File: src/rtl/pipe_stage_if.sv
// pipe_stage_if
//   Bundle of the upstream handshake, downstream handshake, pipeline control
//   and observation signals of one pipeline-stage register.
//
//   Handshake semantics (both sides): a transfer happens on a rising clock
//   edge where valid and ready are both 1. A producer that raises valid keeps
//   it and its payload steady until the transfer. flush and stall override
//   the handshake: under stall nothing moves, and under flush every held entry
//   and any input offered that cycle are dropped.
//
//   modport master : the surrounding pipeline (drives inputs, sees status)
//   modport slave  : the stage register itself
interface pipe_stage_if #(
    parameter int DATA_W = 145,
    parameter int CTRL_W = 11,
    parameter int CNT_W  = 16
);
    logic              in_valid;
    logic              in_ready;
    logic [DATA_W-1:0] in_data;
    logic [CTRL_W-1:0] in_ctrl;
    logic              flush;
    logic              stall;
    logic              out_valid;
    logic              out_ready;
    logic [DATA_W-1:0] out_data;
    logic [CTRL_W-1:0] out_ctrl;
    logic [1:0]        occupancy;
    logic [CNT_W-1:0]  stall_cnt;

    modport master (
        output in_valid, in_data, in_ctrl, flush, stall, out_ready,
        input  in_ready, out_valid, out_data, out_ctrl, occupancy, stall_cnt
    );

    modport slave (
        input  in_valid, in_data, in_ctrl, flush, stall, out_ready,
        output in_ready, out_valid, out_data, out_ctrl, occupancy, stall_cnt
    );
endinterface

File: src/rtl/pipe_stage_reg.sv
// pipe_stage_reg
//   Reusable handshaked pipeline-stage register carrying an opaque datapath
//   bundle and a control bundle. Supports flush (bubble injection), stall
//   (freeze) and valid/ready flow control. With SKID=1 a second entry absorbs
//   one input while the main entry is blocked, so in_ready is driven from a
//   flop instead of from out_ready.
//
//   Ports:
//     clk  - rising-edge clock
//     rst  - asynchronous active-high reset
//     bus  - pipe_stage_if.slave: in_valid/in_ready/in_data/in_ctrl,
//            flush, stall, out_valid/out_ready/out_data/out_ctrl,
//            occupancy (held entries), stall_cnt (saturating stall cycles)
module pipe_stage_reg #(
    parameter int DATA_W = 145,
    parameter int CTRL_W = 11,
    parameter int SKID   = 0,
    parameter int CNT_W  = 16
) (
    input  logic        clk,
    input  logic        rst,
    pipe_stage_if.slave bus
);

    logic              main_valid_q, main_valid_d;
    logic [DATA_W-1:0] main_data_q,  main_data_d;
    logic [CTRL_W-1:0] main_ctrl_q,  main_ctrl_d;
    logic              skid_valid_q, skid_valid_d;
    logic [DATA_W-1:0] skid_data_q,  skid_data_d;
    logic [CTRL_W-1:0] skid_ctrl_q,  skid_ctrl_d;
    logic [CNT_W-1:0]  stall_cnt_q,  stall_cnt_d;

    logic in_ready;
    logic in_fire;
    logic main_free;

    // Without a skid entry the stage can accept whenever its only entry is
    // empty or leaving. With a skid entry, acceptance depends only on the
    // skid flop, which cuts the combinational out_ready -> in_ready path.
    always_comb begin
        in_ready = 1'b0;
        if (SKID != 0) begin
            in_ready = ~bus.stall & ~skid_valid_q;
        end else begin
            in_ready = ~bus.stall & (~main_valid_q | bus.out_ready);
        end
    end

    // An input offered during flush is dropped even if in_ready is high.
    assign in_fire   = bus.in_valid & in_ready & ~bus.flush;
    assign main_free = ~main_valid_q | bus.out_ready;

    always_comb begin
        main_valid_d = main_valid_q;
        main_data_d  = main_data_q;
        main_ctrl_d  = main_ctrl_q;
        skid_valid_d = skid_valid_q;
        skid_data_d  = skid_data_q;
        skid_ctrl_d  = skid_ctrl_q;
        stall_cnt_d  = stall_cnt_q;

        if (bus.flush) begin
            main_valid_d = 1'b0;
            main_data_d  = '0;
            main_ctrl_d  = '0;
            skid_valid_d = 1'b0;
            skid_data_d  = '0;
            skid_ctrl_d  = '0;
        end else if (bus.stall) begin
            if (stall_cnt_q != '1) begin
                stall_cnt_d = stall_cnt_q + CNT_W'(1);
            end
        end else if (SKID == 0) begin
            if (in_fire) begin
                main_valid_d = 1'b1;
                main_data_d  = bus.in_data;
                main_ctrl_d  = bus.in_ctrl;
            end else if (main_valid_q && bus.out_ready) begin
                // Data is left in place; only ctrl must read as a bubble.
                main_valid_d = 1'b0;
                main_ctrl_d  = '0;
            end
        end else begin
            if (main_free) begin
                if (skid_valid_q) begin
                    // The older skid entry always moves up first.
                    main_valid_d = 1'b1;
                    main_data_d  = skid_data_q;
                    main_ctrl_d  = skid_ctrl_q;
                    if (in_fire) begin
                        skid_valid_d = 1'b1;
                        skid_data_d  = bus.in_data;
                        skid_ctrl_d  = bus.in_ctrl;
                    end else begin
                        skid_valid_d = 1'b0;
                        skid_data_d  = '0;
                        skid_ctrl_d  = '0;
                    end
                end else if (in_fire) begin
                    main_valid_d = 1'b1;
                    main_data_d  = bus.in_data;
                    main_ctrl_d  = bus.in_ctrl;
                end else begin
                    main_valid_d = 1'b0;
                    main_ctrl_d  = '0;
                end
            end else if (in_fire) begin
                skid_valid_d = 1'b1;
                skid_data_d  = bus.in_data;
                skid_ctrl_d  = bus.in_ctrl;
            end
        end
    end

    always_ff @(posedge clk or posedge rst) begin
        if (rst) begin
            main_valid_q <= 1'b0;
            main_data_q  <= '0;
            main_ctrl_q  <= '0;
            skid_valid_q <= 1'b0;
            skid_data_q  <= '0;
            skid_ctrl_q  <= '0;
            stall_cnt_q  <= '0;
        end else begin
            main_valid_q <= main_valid_d;
            main_data_q  <= main_data_d;
            main_ctrl_q  <= main_ctrl_d;
            skid_valid_q <= skid_valid_d;
            skid_data_q  <= skid_data_d;
            skid_ctrl_q  <= skid_ctrl_d;
            stall_cnt_q  <= stall_cnt_d;
        end
    end

    assign bus.in_ready  = in_ready;
    assign bus.out_valid = main_valid_q;
    assign bus.out_data  = main_data_q;
    // Gate ctrl as well so a bubble can never carry a write enable.
    assign bus.out_ctrl  = main_valid_q ? main_ctrl_q : '0;
    assign bus.occupancy = {1'b0, main_valid_q} + {1'b0, skid_valid_q};
    assign bus.stall_cnt = stall_cnt_q;

endmodule
File: src/flat_wrapper.sv
// flat-port wrapper written by rule: the top's interface ports become plain ports
module pipe_stage_reg_flat 
#(
    parameter int DATA_W = 145,
    parameter int CTRL_W = 11,
    parameter int SKID   = 0,
    parameter int CNT_W  = 16
)
  (clk, rst, bus_in_valid, bus_in_data, bus_in_ctrl, bus_flush, bus_stall, bus_out_ready, bus_in_ready, bus_out_valid, bus_out_data, bus_out_ctrl, bus_occupancy, bus_stall_cnt);
  pipe_stage_if #(.DATA_W(DATA_W), .CTRL_W(CTRL_W), .CNT_W(CNT_W)) bus_i ();
  input  logic clk;
  input  logic rst;
  input wire logic [$bits(bus_i.in_valid)-1:0] bus_in_valid;
  input wire logic [$bits(bus_i.in_data)-1:0] bus_in_data;
  input wire logic [$bits(bus_i.in_ctrl)-1:0] bus_in_ctrl;
  input wire logic [$bits(bus_i.flush)-1:0] bus_flush;
  input wire logic [$bits(bus_i.stall)-1:0] bus_stall;
  input wire logic [$bits(bus_i.out_ready)-1:0] bus_out_ready;
  output wire logic [$bits(bus_i.in_ready)-1:0] bus_in_ready;
  output wire logic [$bits(bus_i.out_valid)-1:0] bus_out_valid;
  output wire logic [$bits(bus_i.out_data)-1:0] bus_out_data;
  output wire logic [$bits(bus_i.out_ctrl)-1:0] bus_out_ctrl;
  output wire logic [$bits(bus_i.occupancy)-1:0] bus_occupancy;
  output wire logic [$bits(bus_i.stall_cnt)-1:0] bus_stall_cnt;
  assign bus_i.in_valid = bus_in_valid;
  assign bus_i.in_data = bus_in_data;
  assign bus_i.in_ctrl = bus_in_ctrl;
  assign bus_i.flush = bus_flush;
  assign bus_i.stall = bus_stall;
  assign bus_i.out_ready = bus_out_ready;
  assign bus_in_ready = bus_i.in_ready;
  assign bus_out_valid = bus_i.out_valid;
  assign bus_out_data = bus_i.out_data;
  assign bus_out_ctrl = bus_i.out_ctrl;
  assign bus_occupancy = bus_i.occupancy;
  assign bus_stall_cnt = bus_i.stall_cnt;
  pipe_stage_reg #(.DATA_W(DATA_W), .CTRL_W(CTRL_W), .SKID(SKID), .CNT_W(CNT_W)) u_core (.clk(clk), .rst(rst), .bus(bus_i));
endmodule
File: config.mk
export PLATFORM = sky130hd
export DESIGN_NAME = pipe_stage_reg_flat
export DESIGN_NICKNAME = d
export VERILOG_FILES = /design/src/rtl/pipe_stage_if.sv /design/src/rtl/pipe_stage_reg.sv /design/src/flat_wrapper.sv
export SDC_FILE = /design/constraint.sdc
export NUM_CORES = 1
export LEC_CHECK = 0
export CORE_AREA = 5 5 128 130
export CTS_CLUSTER_DIAMETER = 200
export CTS_CLUSTER_SIZE = 10
export DETAILED_ROUTE_END_ITERATION = 12
export DIE_AREA = 0 0 133 135
export DONT_BUFFER_PORTS = 1
export GPL_TIMING_DRIVEN = 0
export HOLD_SLACK_MARGIN = 0.02
export PLACE_DENSITY_LB_ADDON = 0.05
export SKIP_CTS_REPAIR_TIMING = 1
export SLEW_MARGIN = 40
export SYNTH_ARGS = -nofsm -noshare
export SYNTH_HDL_FRONTEND = slang
export SYNTH_SLANG_ARGS = --single-unit
File: constraint.sdc
create_clock -name clk -period 7.95 [get_ports clk]
set_clock_uncertainty 0.1 [all_clocks]
set_input_delay 1.1925 -clock clk [delete_from_list [all_inputs] [get_ports clk]]
set_output_delay 1.1925 -clock clk [all_outputs]
set_load 0.02 [all_outputs]
Word level (Yosys, flattened, before mapping)
Cells that the tools add are included.

Add/subtract/negate cells: 1. Reduce and logical (&&, ||, !) cells: 6. Eq/ne operators: 2. Multiplexer cells: 12. Bitwise logic cells: 7.

Operator list (number): $mux W145 (3); $mux W11 (5); $add A16 B1 Y16 const B (1); $ne A16 B16 Y1 const B (1); $mux W1 (4); $reduce_and A2 Y1 (2); $and A1 B1 Y1 (3); $not A1 Y1 (3); $reduce_and A3 Y1 (1); $reduce_bool A3 Y1 (1); $ne A2 B2 Y1 const B (1); $reduce_bool A2 Y1 (1); $logic_and A1 B1 Y1 (1); $or A1 B1 Y1 (1).

Register bits: 173. Output and inout bits: 176. Logic and storage cells: 32. Bits of input ports: 162.

Logic depth before layout (Yosys ltp)
Gate-level depths: netlist of run 1.

Word-level depth: 8. Mapped depth: 7. Mapped depth without buffers: 5.

Worst setup path before layout of run 1
OpenSTA, ideal clock, no wires.

Path kind: in2out. Start: input bus_out_ready. End: output bus_in_ready. Stages: 2. Data arrival time: 1.515 ns. Buffers on the path: 0. Data required time: 6.658 ns. Path slack: 5.142 ns. Path through: inv_1 -> a21oi_2.

Cells in the longest elaborated chain, start to end: 2.

RTL lines: from (decl) (line flat_wrapper.sv:18) `input wire logic [$bits(bus_i.out_ready)-1:0] bus_out_ready;`; $or A1 B1 Y1 (line pipe_stage_reg.sv:45) `in_ready = ~bus.stall & (~main_valid_q | bus.out_ready);`; $and A1 B1 Y1 (line pipe_stage_reg.sv:45); to (decl) (line flat_wrapper.sv:19) `output wire logic [$bits(bus_i.in_ready)-1:0] bus_in_ready;`.

No other way between the ends.

Final worst setup path of run 1
Start: register u_core.main_valid_q, in the netlist u_core.bus.out_valid. End: output bus_out_ctrl[8].

Cells in the longest elaborated chain, start to end: 1.

RTL lines: from (decl) (line pipe_stage_reg.sv:25) `logic main_valid_q, main_valid_d;`; from (signal assigned) (line pipe_stage_reg.sv:125) `main_valid_q <= main_valid_d;`; $mux W11 (line pipe_stage_reg.sv:139) `assign bus.out_ctrl = main_valid_q ? main_ctrl_q : '0;`; to (decl) (line flat_wrapper.sv:22) `output wire logic [$bits(bus_i.out_ctrl)-1:0] bus_out_ctrl;`.

No other way between the ends.

==> results of run 1 <==
-- state kept, by name, summed over array words and instances (netlist names) --
signal,count
u_core.bus.out_valid,1
u_core.bus.stall_cnt,16
u_core.main_ctrl_q,11
u_core.bus.out_data,145
-- cells in the final DEF, fill, tap and decap left out, types with 4 or more instances in the layout --
cell / instances
dfrtp_1: 173
a22o_1: 156
buf_2: 19
clkbuf_16: 17
and2_1: 12
clkbuf_1: 11
nand3_1: 9
buf_4: 8
xnor2_1: 8
nor2_1: 8
nand2_1: 5
and3_1: 4
-- path summary, 6_finish.rpt --
check | from | endpoint | slack [ns]
min in group asynchronous | rst | u_core.bus.out_data[107] | 0.52
setup reg to reg | u_core.bus.out_valid | u_core.bus.out_data[94] | 5.60
hold / removal | u_core.main_ctrl_q[0] | u_core.main_ctrl_q[0] | 0.39
setup / recovery | u_core.bus.out_valid | bus_out_ctrl[8] | 4.93
max in group asynchronous | rst | u_core.bus.stall_cnt[6] | 6.54
hold reg to reg | u_core.main_ctrl_q[0] | u_core.main_ctrl_q[0] | 0.39
-- routing by layer --
metal	part of all wire	vias up	track usage
li1	-	1747	-
met1	0.36	1973	0.210
met2	0.52	214	0.344
met3	0.10	29	0.0909
met4	0.022	0	0.0733
met5	0	-	0
-- worst register-to-register path: cells and delay by family (launching register included) --
kind | cells | cell delay (ns)
compound gates | 3 | 1.01
buf+inv | 2 | 0.54
flops | 1 | 0.64
-- final cells by class --
type                       count  area share
buffer                        38      0.0267
multi-input combinational    235       0.261
clock inverter                12      0.0185
inverter                       3     0.00255
clock buffer                  20      0.0635
sequential                   173       0.589
timing repair buffer           2     0.00749
tap                          188      0.0320
-- kinds of logic (layout without fill, tap and decap cells) --
logic type	Yosys count	in the layout
AOI/OAI and AO/OA	168	168
xor gates and xnor gates	9	9
adders and majority gates	1	1
buffers and inverters	41	75
DFF	173	173
muxes	4	4
other	1	1
and+or+nand+nor	52	52
-- per-stage QoR --
step / std cells / setup slack [ns] / area (um2) / hold WS, ns
final: 671 / 4.93 / 7350 / 0.395
after global routing: 671 / 4.81 / 7350 / 0.406
after CTS: 671 / 4.89 / 7350 / 0.400
after detailed placement: 639 / 5.03 / 6750 / 0.379
after global placement: 637 / 0.402 / 6690 / 0.377
after floorplan: 449 / 1.97 / 6450 / 0.358
-- report_power, final --
group	switching (mW)	internal (mW)
Sequential	0.128	0.933
Clock	0.349	0.491
Combinational	0.0772	0.0570
Total	0.554	1.48
==> impl_metrics.ini, run 1 <==
[run_status]
status = completed

[yosys]
synth_area_um2 = 6450
synth_area_leader_cell = dfrtp_1
synth_xor_area_frac = 0.0122
synth_compound_area_frac = 0.226
seq_area_frac_synth = 0.671
synth_common_cells = dfrtp_1, a22o_1, buf_2
synth_area_leaders = dfrtp_1, a22o_1, buf_2, and2_1, xnor2_1
yosys_most_used_dff = dfrtp_1
synth_edf_count = 0
synth_top_family_by_area = compound AO/OA/AOI/OAI gates
yosys.area_share.adder = 0.00194
syn_area_per_cell_um2 = 14.4
ys_warn_count = 0
ys_async_sr_fraction = 1.00
yosysMostFrequentCell = dfrtp_1
syn_inst = 449
synthMuxAreaShare = 0.00679
synth_nets = 612
yosysTopAreaCellShare = 0.671
synth_cell_types = 37
ys_ff_latch = 173
synth-simple-area-share = 0.0496

[timing]
slew_violations = 0
setup_viol_count_final = 0
tightest_slew_ns = 0.687
timing.fmax_mhz = 332
setup_tns_ns = 0
max_slew_margin = 0.542
hold_viol_final = 0
rsz0062_at_grt = no
post-route-period-util = 0.379
fin_crit_ns = 3.02

[clocking]
cts_tree = yes
clock_latency_ns = 0.41
cts_buffer_depth = 2
htreeDepth = 4
cts_made_buffers = 17
clkTransAtPathRegs_ns = 0.06
clk_root_buffer_cell = clkbuf_16
clkSinkCount = 173

[worst_setup_path]
cp.depth = 2
critPathKind = flop to output pin
critical-path-max-stage-delay_ns = 0.64
path_cells = clkbuf_1 > and2_1
cp_num_buf_inv = 1
crit_arrival_ns = 1.72
cp-start-kind = flop
crit_fanout = 10
rr_worst_depth = 5
worstPathRequired_ns = 6.66
cp_top_family = flip-flops
end_kind = output pin
critPathSlowestCell = dfrtp_1

[cells_and_area]
drive_above_1_share = 0.143
fin_util = 0.489
fillers = 1341
nets = 633
n_antenna_cell = 0
multi_input_area_um2 = 1920
syn2layout_area_growth_pct = 14.0
seqCellArea_um2 = 4330

[power_and_ir_drop]
vdd_drop_max_mv = 0.142
finalPower_mw = 2.03
p_leak_nw = 3.58
powerDensity_nw_per_um2 = 277

[detailed_routing]
drtIter0Drc = 206
firstDrtPassIters = 6
vias = 3963
ant_nets = 0
remaining_drc_errors = 0
wl_per_cell_um = 27.3
via_per_inst = 5.91
routed_wl_mm = 18.3

[grt]
grt_max_degree = 71
overflow = 0
grt_pass1_vias = 4206
track_usage = 0.198
grt_pass1_wl_mm = 26.7
antenna_found_initial = 0

[floorplan]
initial_core_util = 0.429
die_h_um = 135
die-area_um2 = 18000
core_area_um2 = 15000
num_rows = 45
ios = 338
fp.dieW_um = 133

[job]
drv_cap = 0

[hold_path]
holdPathStages = 1
hold_path.class = flop to flop

[place]
place.gp.congestion = 0.745
dp_hpwl_mm = 13.8
port-buffer-count = 0
(Power assumes the default switching activity.)
==> run 2, diff against run 1 <==
Clock period 7.95 ns to 3.05 ns, I/O delays scaled along.
==> run 2 against run 1 <==
Against the previous run: non-clock buffer count rose by 6; count of clock-buffer cells in the layout did not move; combinational power rose to 2.8 times the previous value; via count rose by 1.1%.
==> impl_metrics.ini, run 2 (synthesis gave the netlist of run 1 again) <==
[run_status]
status = completed

[worst_setup_path]
end_kind = output pin
crit_arrival_ns = 1.73
cp_top_family = flip-flops
rr_worst_depth = 4
r2r-start = u_core.bus.out_valid
path_cells = clkbuf_1 > and2_1
critPathKind = flop to output pin
cp-start-kind = flop
reg2reg_slack_ns = 0.81
worstPathRequired_ns = 2.49
cp_num_buf_inv = 1
critPathSlowestCell = dfrtp_1
crit_fanout = 10
critical-path-max-stage-delay_ns = 0.61
r2r-end = u_core.bus.out_data[126]

[detailed_routing]
ant_nets = 0
drtIter0Drc = 232
routed_wl_mm = 18.3
wl_per_cell_um = 27.1
dr_wl_met2_mm = 9.50
vias = 4007
firstDrtPassIters = 4
via_per_inst = 5.92
remaining_drc_errors = 0
highest_layer = met4
drt-met1-wl_mm = 6.61
wl_met3_mm = 1.88

[floorplan]
ios = 338
fp.dieW_um = 133
core_area_um2 = 15000
die_h_um = 135
num_rows = 45
initial_core_util = 0.429
die-area_um2 = 18000

[grt]
track_usage = 0.200
grt_pass1_wl_mm = 27.1
overflow = 0
antenna_found_initial = 0
grt_pass1_vias = 4323
grt_max_degree = 28

[cells_and_area]
largest_reg_flops = 145
fillers = 1287
seqCellArea_um2 = 4330
n_antenna_cell = 0
most-common-layout-cells = dfrtp_1, a22o_1, buf_2
nets = 639
multi_input_area_um2 = 1920
drive_above_1_share = 0.151
mostFrequentLayoutCell = dfrtp_1
syn2layout_area_growth_pct = 16.1
fin_util = 0.498

[timing]
slew_violations = 0
setup_ws_ns = 0.766
max_slew_margin = 0.600
rsz0062_at_grt = no
post-route-period-util = 0.749
setup_viol_count_final = 0
timing.fmax_mhz = 438
timing.hold.ws_ns = 0.0635
hold_viol_final = 0
tightest_slew_ns = 0.600
fin_crit_ns = 2.28

[hold_path]
hold_path_end = u_core.bus.out_data[112]
hold_start = bus_in_data[112]
hold_path.class = primary input to flop
holdPathStages = 1

[clocking]
cts_buffer_depth = 2
clk_root_buffer_cell = clkbuf_16
clkTransAtPathRegs_ns = 0.07
cts_made_buffers = 17
htreeDepth = 4
clock_latency_ns = 0.42
cts_tree = yes
clkSinkCount = 173

[power_and_ir_drop]
powerDensity_nw_per_um2 = 720
vdd_drop_max_mv = 0.365
finalPower_mw = 5.39
p_leak_nw = 3.64

[place]
dp_slack_ns = 0.667
port-buffer-count = 0
dp_hpwl_mm = 14.3
place.gp.congestion = 0.788

[job]
drv_cap = 0
[run 2: cell types whose count changed in the layout (fill, tap and decap cells not counted)]
cell,previous run,this run
dlygate4sd3_1,0,1
buf_12,0,4
buf_16,2,3
inv_8,1,0
bufinv_16,2,3
[run 2: metrics by stage]
stage | instance area, um2 | std cells | TNS [ns]
2_1_floorplan | 6460 | 449 | 0
3_3_place_gp | 6690 | 637 | -87.68
3_5_place_dp | 6850 | 644 | 0
4_1_cts | 7480 | 676 | 0
5_1_grt | 7490 | 677 | 0
6_report | 7490 | 677 | 0
[run 2: layout make-up]
type / count / area share
Inverter: 3 / 0.00200
Buffer: 38 / 0.0262
Tap cell: 188 / 0.0314
Clock inverter: 12 / 0.0212
Timing Repair Buffer: 8 / 0.0231
Clock buffer: 20 / 0.0623
Multi-Input combinational cell: 235 / 0.256
Sequential cell: 173 / 0.578
[run 2: where the power goes]
| group | total, mW | switching (mW) | internal [mW] |
|---|---|---|---|
| Sequential | 2.77 | 0.336 | 2.43 |
| Clock | 2.25 | 0.893 | 1.36 |
| Combinational | 0.370 | 0.207 | 0.163 |
| Total | 5.39 | 1.44 | 3.96 |
[run 2: worst max path at each step]
stage	startpoint	depth (start not counted)	slack, ns	endpoint
detailed placement	u_core.bus.out_valid	4	0.67	u_core.bus.out_data[126]
global route	u_core.bus.out_valid	4	0.60	u_core.bus.out_data[128]
floorplan	rst	1	0.28	u_core.bus.out_data[0]
finish	u_core.bus.out_valid	2	0.77	bus_out_ctrl[7]
global placement	rst	1	-0.52	u_core.bus.out_data[13]
CTS	u_core.bus.out_valid	4	0.66	u_core.bus.out_data[126]
[run 2: per-layer routing]
metal,global-route usage,vias up
met3,0.0909,23
met2,0.341,216
met4,0.0710,0
li1,-,1752
met1,0.221,2016
met5,0,-
==> run 3, diff against run 2 <==
Settings changed: CORE_AREA 5 5 128 130 to 5 5 127 129, DIE_AREA 0 0 133 135 to 0 0 132 134.
Clock period 3.05 ns to 2.05 ns, I/O delays scaled along.
==> run 3 against run 2 <==
Against the previous run: the run now fails in global routing; synthesized cell count unchanged; area after synthesis is the same.
==> impl_metrics.ini, run 3 <==
[run_status]
status = did not finish
haltStage = global routing
error_message = [ERROR RSZ-0060] Max buffer count reached.

[yosys]
synthMuxAreaShare = 0.00679
synth_area_leader_cell = dfrtp_1
synth_compound_area_frac = 0.226
seq_area_frac_synth = 0.671
synth_top_family_by_area = compound AO/OA/AOI/OAI gates
yosysTopAreaCellShare = 0.671
synth_common_cells = dfrtp_1, a22o_1, buf_2
yosys.area_share.adder = 0.00194
syn_inst = 449
syn_area_per_cell_um2 = 14.4
ys_async_sr_fraction = 1.00
ys_ff_latch = 173
yosysMostFrequentCell = dfrtp_1
synth_edf_count = 0
synth_area_leaders = dfrtp_1, a22o_1, buf_2, and2_1, xnor2_1
synth_nets = 612
synth_area_um2 = 6450
yosys_most_used_dff = dfrtp_1
synth-simple-area-share = 0.0496
synth_cell_types = 37
ys_warn_count = 0
synth_xor_area_frac = 0.0122

[clocking]
clkSinkCount = 173
cts_buffer_depth = 2
htreeDepth = 4
cts_made_buffers = 17
clk_root_buffer_cell = clkbuf_16

[place]
port-buffer-count = 0
place.gp.congestion = 0.755
dp.cells = 646
dp_hpwl_mm = 14.1
placed_area_um2 = 6920

[floorplan]
ios = 338
num_rows = 45
initial_core_util = 0.432
fp.dieW_um = 132
die_h_um = 134

[grt]
grt_max_degree = 25

[timing]
endpoint_type = register input
grt-worst-endpoint = u_core.bus.out_data[14]$_DFFE_PP0P_/D
## run 3: stage by stage
stage / utilization / setup TNS (ns) / setup WS [ns]
after floorplan: - / -98.29 / -0.568
after global placement: 0.448 / -256.77 / -1.36
after detailed placement: 0.464 / -27.55 / -0.282
after CTS: 0.507 / -29.99 / -0.295
## run 3: logic make-up after synthesis
kind of cell               count (synthesis)
buffers and inverters                     41
muxes                                      4
and+or+nand+nor                           52
DFF                                      173
xor gates and xnor gates                   9
adders and majority gates                  1
AOI/OAI and AO/OA                        168
other                                      1
==> run 4, diff against run 3 <==
Settings changed: CORE_AREA 5 5 127 129 to unset, CORE_MARGIN set to 5, CORE_UTILIZATION set to 40, CTS_CLUSTER_DIAMETER 200 to unset, CTS_CLUSTER_SIZE 10 to unset, DIE_AREA 0 0 132 134 to unset, HOLD_SLACK_MARGIN 0.02 to unset, PLACE_DENSITY_LB_ADDON 0.05 to 0.15.
Clock period 2.05 ns to 2.67 ns, I/O delays scaled along.
==> run 4 against run 3 <==
Against the previous run: the flow now finishes without violations.
==> impl_metrics.ini, run 4 (synthesis gave the netlist of run 1 again) <==
[detailed_routing]
ant_nets = 0
routed_wl_mm = 18.6
vias = 4307
remaining_drc_errors = 0
via_per_inst = 5.67
firstDrtPassIters = 4
drtIter0Drc = 149
wl_per_cell_um = 24.5

[grt]
track_usage = 0.186
antenna_found_initial = 0
grt_pass1_wl_mm = 26.3
overflow = 0
grt_pass1_vias = 4313
grt_max_degree = 30

[clocking]
htreeDepth = 4
clkTransAtPathRegs_ns = 0.07
clkSinkCount = 173
cts_tree = yes
clk_root_buffer_cell = clkbuf_16
clock_latency_ns = 0.42
cts_made_buffers = 17
cts_buffer_depth = 2

[place]
dp.cells = 672
dp_hpwl_mm = 13.8
port-buffer-count = 0
dp_slack_ns = 0.338
placed_area_um2 = 6890
place.gp.congestion = 0.785

[timing]
setup_ws_ns = 0.334
max_slew_margin = 0.536
slew_violations = 0
timing.fmax_mhz = 428
fin_crit_ns = 2.34
post-route-period-util = 0.875
rsz0062_at_grt = no
tightest_slew_ns = 0.696
hold_viol_final = 0
setup_viol_count_final = 0
setup_tns_ns = 0

[run_status]
status = completed

[worst_setup_path]
reg2reg_slack_ns = 0.33
end_kind = flop
worstPathRequired_ns = 2.92
crit_fanout = 10
critPathKind = flop to flop
crit_arrival_ns = 2.59
cp-start-kind = flop

[power_and_ir_drop]
vdd_drop_max_mv = 0.422
power_frac_comb = 0.083
p_leak_nw = 3.85
powerDensity_nw_per_um2 = 755
power.internal_mw = 4.39
finalPower_mw = 6.06
switching_share = 0.275
pwr-share-clk = 0.397
seqPwrFrac = 0.521
switchingPower_mw = 1.67

[floorplan]
die-area_um2 = 18800
die_h_um = 137
core_area_um2 = 15800
num_rows = 46
ios = 338
fp.dieW_um = 137
initial_core_util = 0.408

[cells_and_area]
drive_above_1_share = 0.134
mostFrequentLayoutCell = dfrtp_1
largest_reg_flops = 145
final_area_um2 = 8030
n_antenna_cell = 0
nets = 695
final_cells = 760
syn2layout_area_growth_pct = 24.4
most-common-layout-cells = dfrtp_1, a22o_1, dlygate4sd3_1

[job]
drv_cap = 0

[hold_path]
hold_path.class = primary input to flop
run 4: path summary, 6_finish.rpt:
check,startpoint,to,cells past startpoint
max,u_core.bus.out_valid,u_core.bus.out_data[120],4
min,bus_in_data[142],u_core.bus.out_data[142],1
max reg2reg,u_core.bus.out_valid,u_core.bus.out_data[120],4
min reg2reg,u_core.main_ctrl_q[4],u_core.main_ctrl_q[4],1
max in group asynchronous,rst,u_core.bus.out_data[27],5
min in group asynchronous,rst,u_core.bus.out_data[51],2
run 4: critical path, stage by stage, from the launching register on:
cell      delay [ns]
dfrtp_1         0.59
a21oi_2         0.22
a21oi_2         0.60
clkbuf_1        0.50
a22o_1          0.24
run 4: metal layers:
metal  vias to the layer above  routed length, um  GRT usage  part of all wire
li1                       1872                  -          -                 -
met1                      2177               6670      0.211              0.36
met2                       240               9450      0.308              0.51
met3                        18               2250     0.0985              0.12
met4                         0                221     0.0538             0.012
met5                         -                  0          0                 0
run 4: cell type report:
cell class                      instances  area, um2
Inverter                                3       15.0
Tap cell                              216        270
Clock buffer                           17        425
Multi-Input combinational cell        235       1920
Clock inverter                         14        143
Fill cell                            1365       7800
Timing Repair Buffer                   64        733
Sequential cell                       173       4330
Buffer                                 38        196
run 4: stage by stage:
step | hold WS, ns | util
CTS | -0.263 | 0.471
global placement | 0.377 | 0.425
detailed placement | 0.190 | 0.435
finish | 0.00971 | 0.507
global route | -0.000249 | 0.507
floorplan | 0.358 | -
run 4: power by group through the flow:
| stage | clock network, mW | registers (mW) | logic, mW |
|---|---|---|---|
| floorplan | 0 | 3.13 | 0.320 |
| global placement | 0 | 3.21 | 0.386 |
| detailed placement | 0 | 3.20 | 0.436 |
| CTS | 2.44 | 3.16 | 0.437 |
| global route | 2.55 | 3.18 | 0.560 |
| finish | 2.40 | 3.16 | 0.502 |
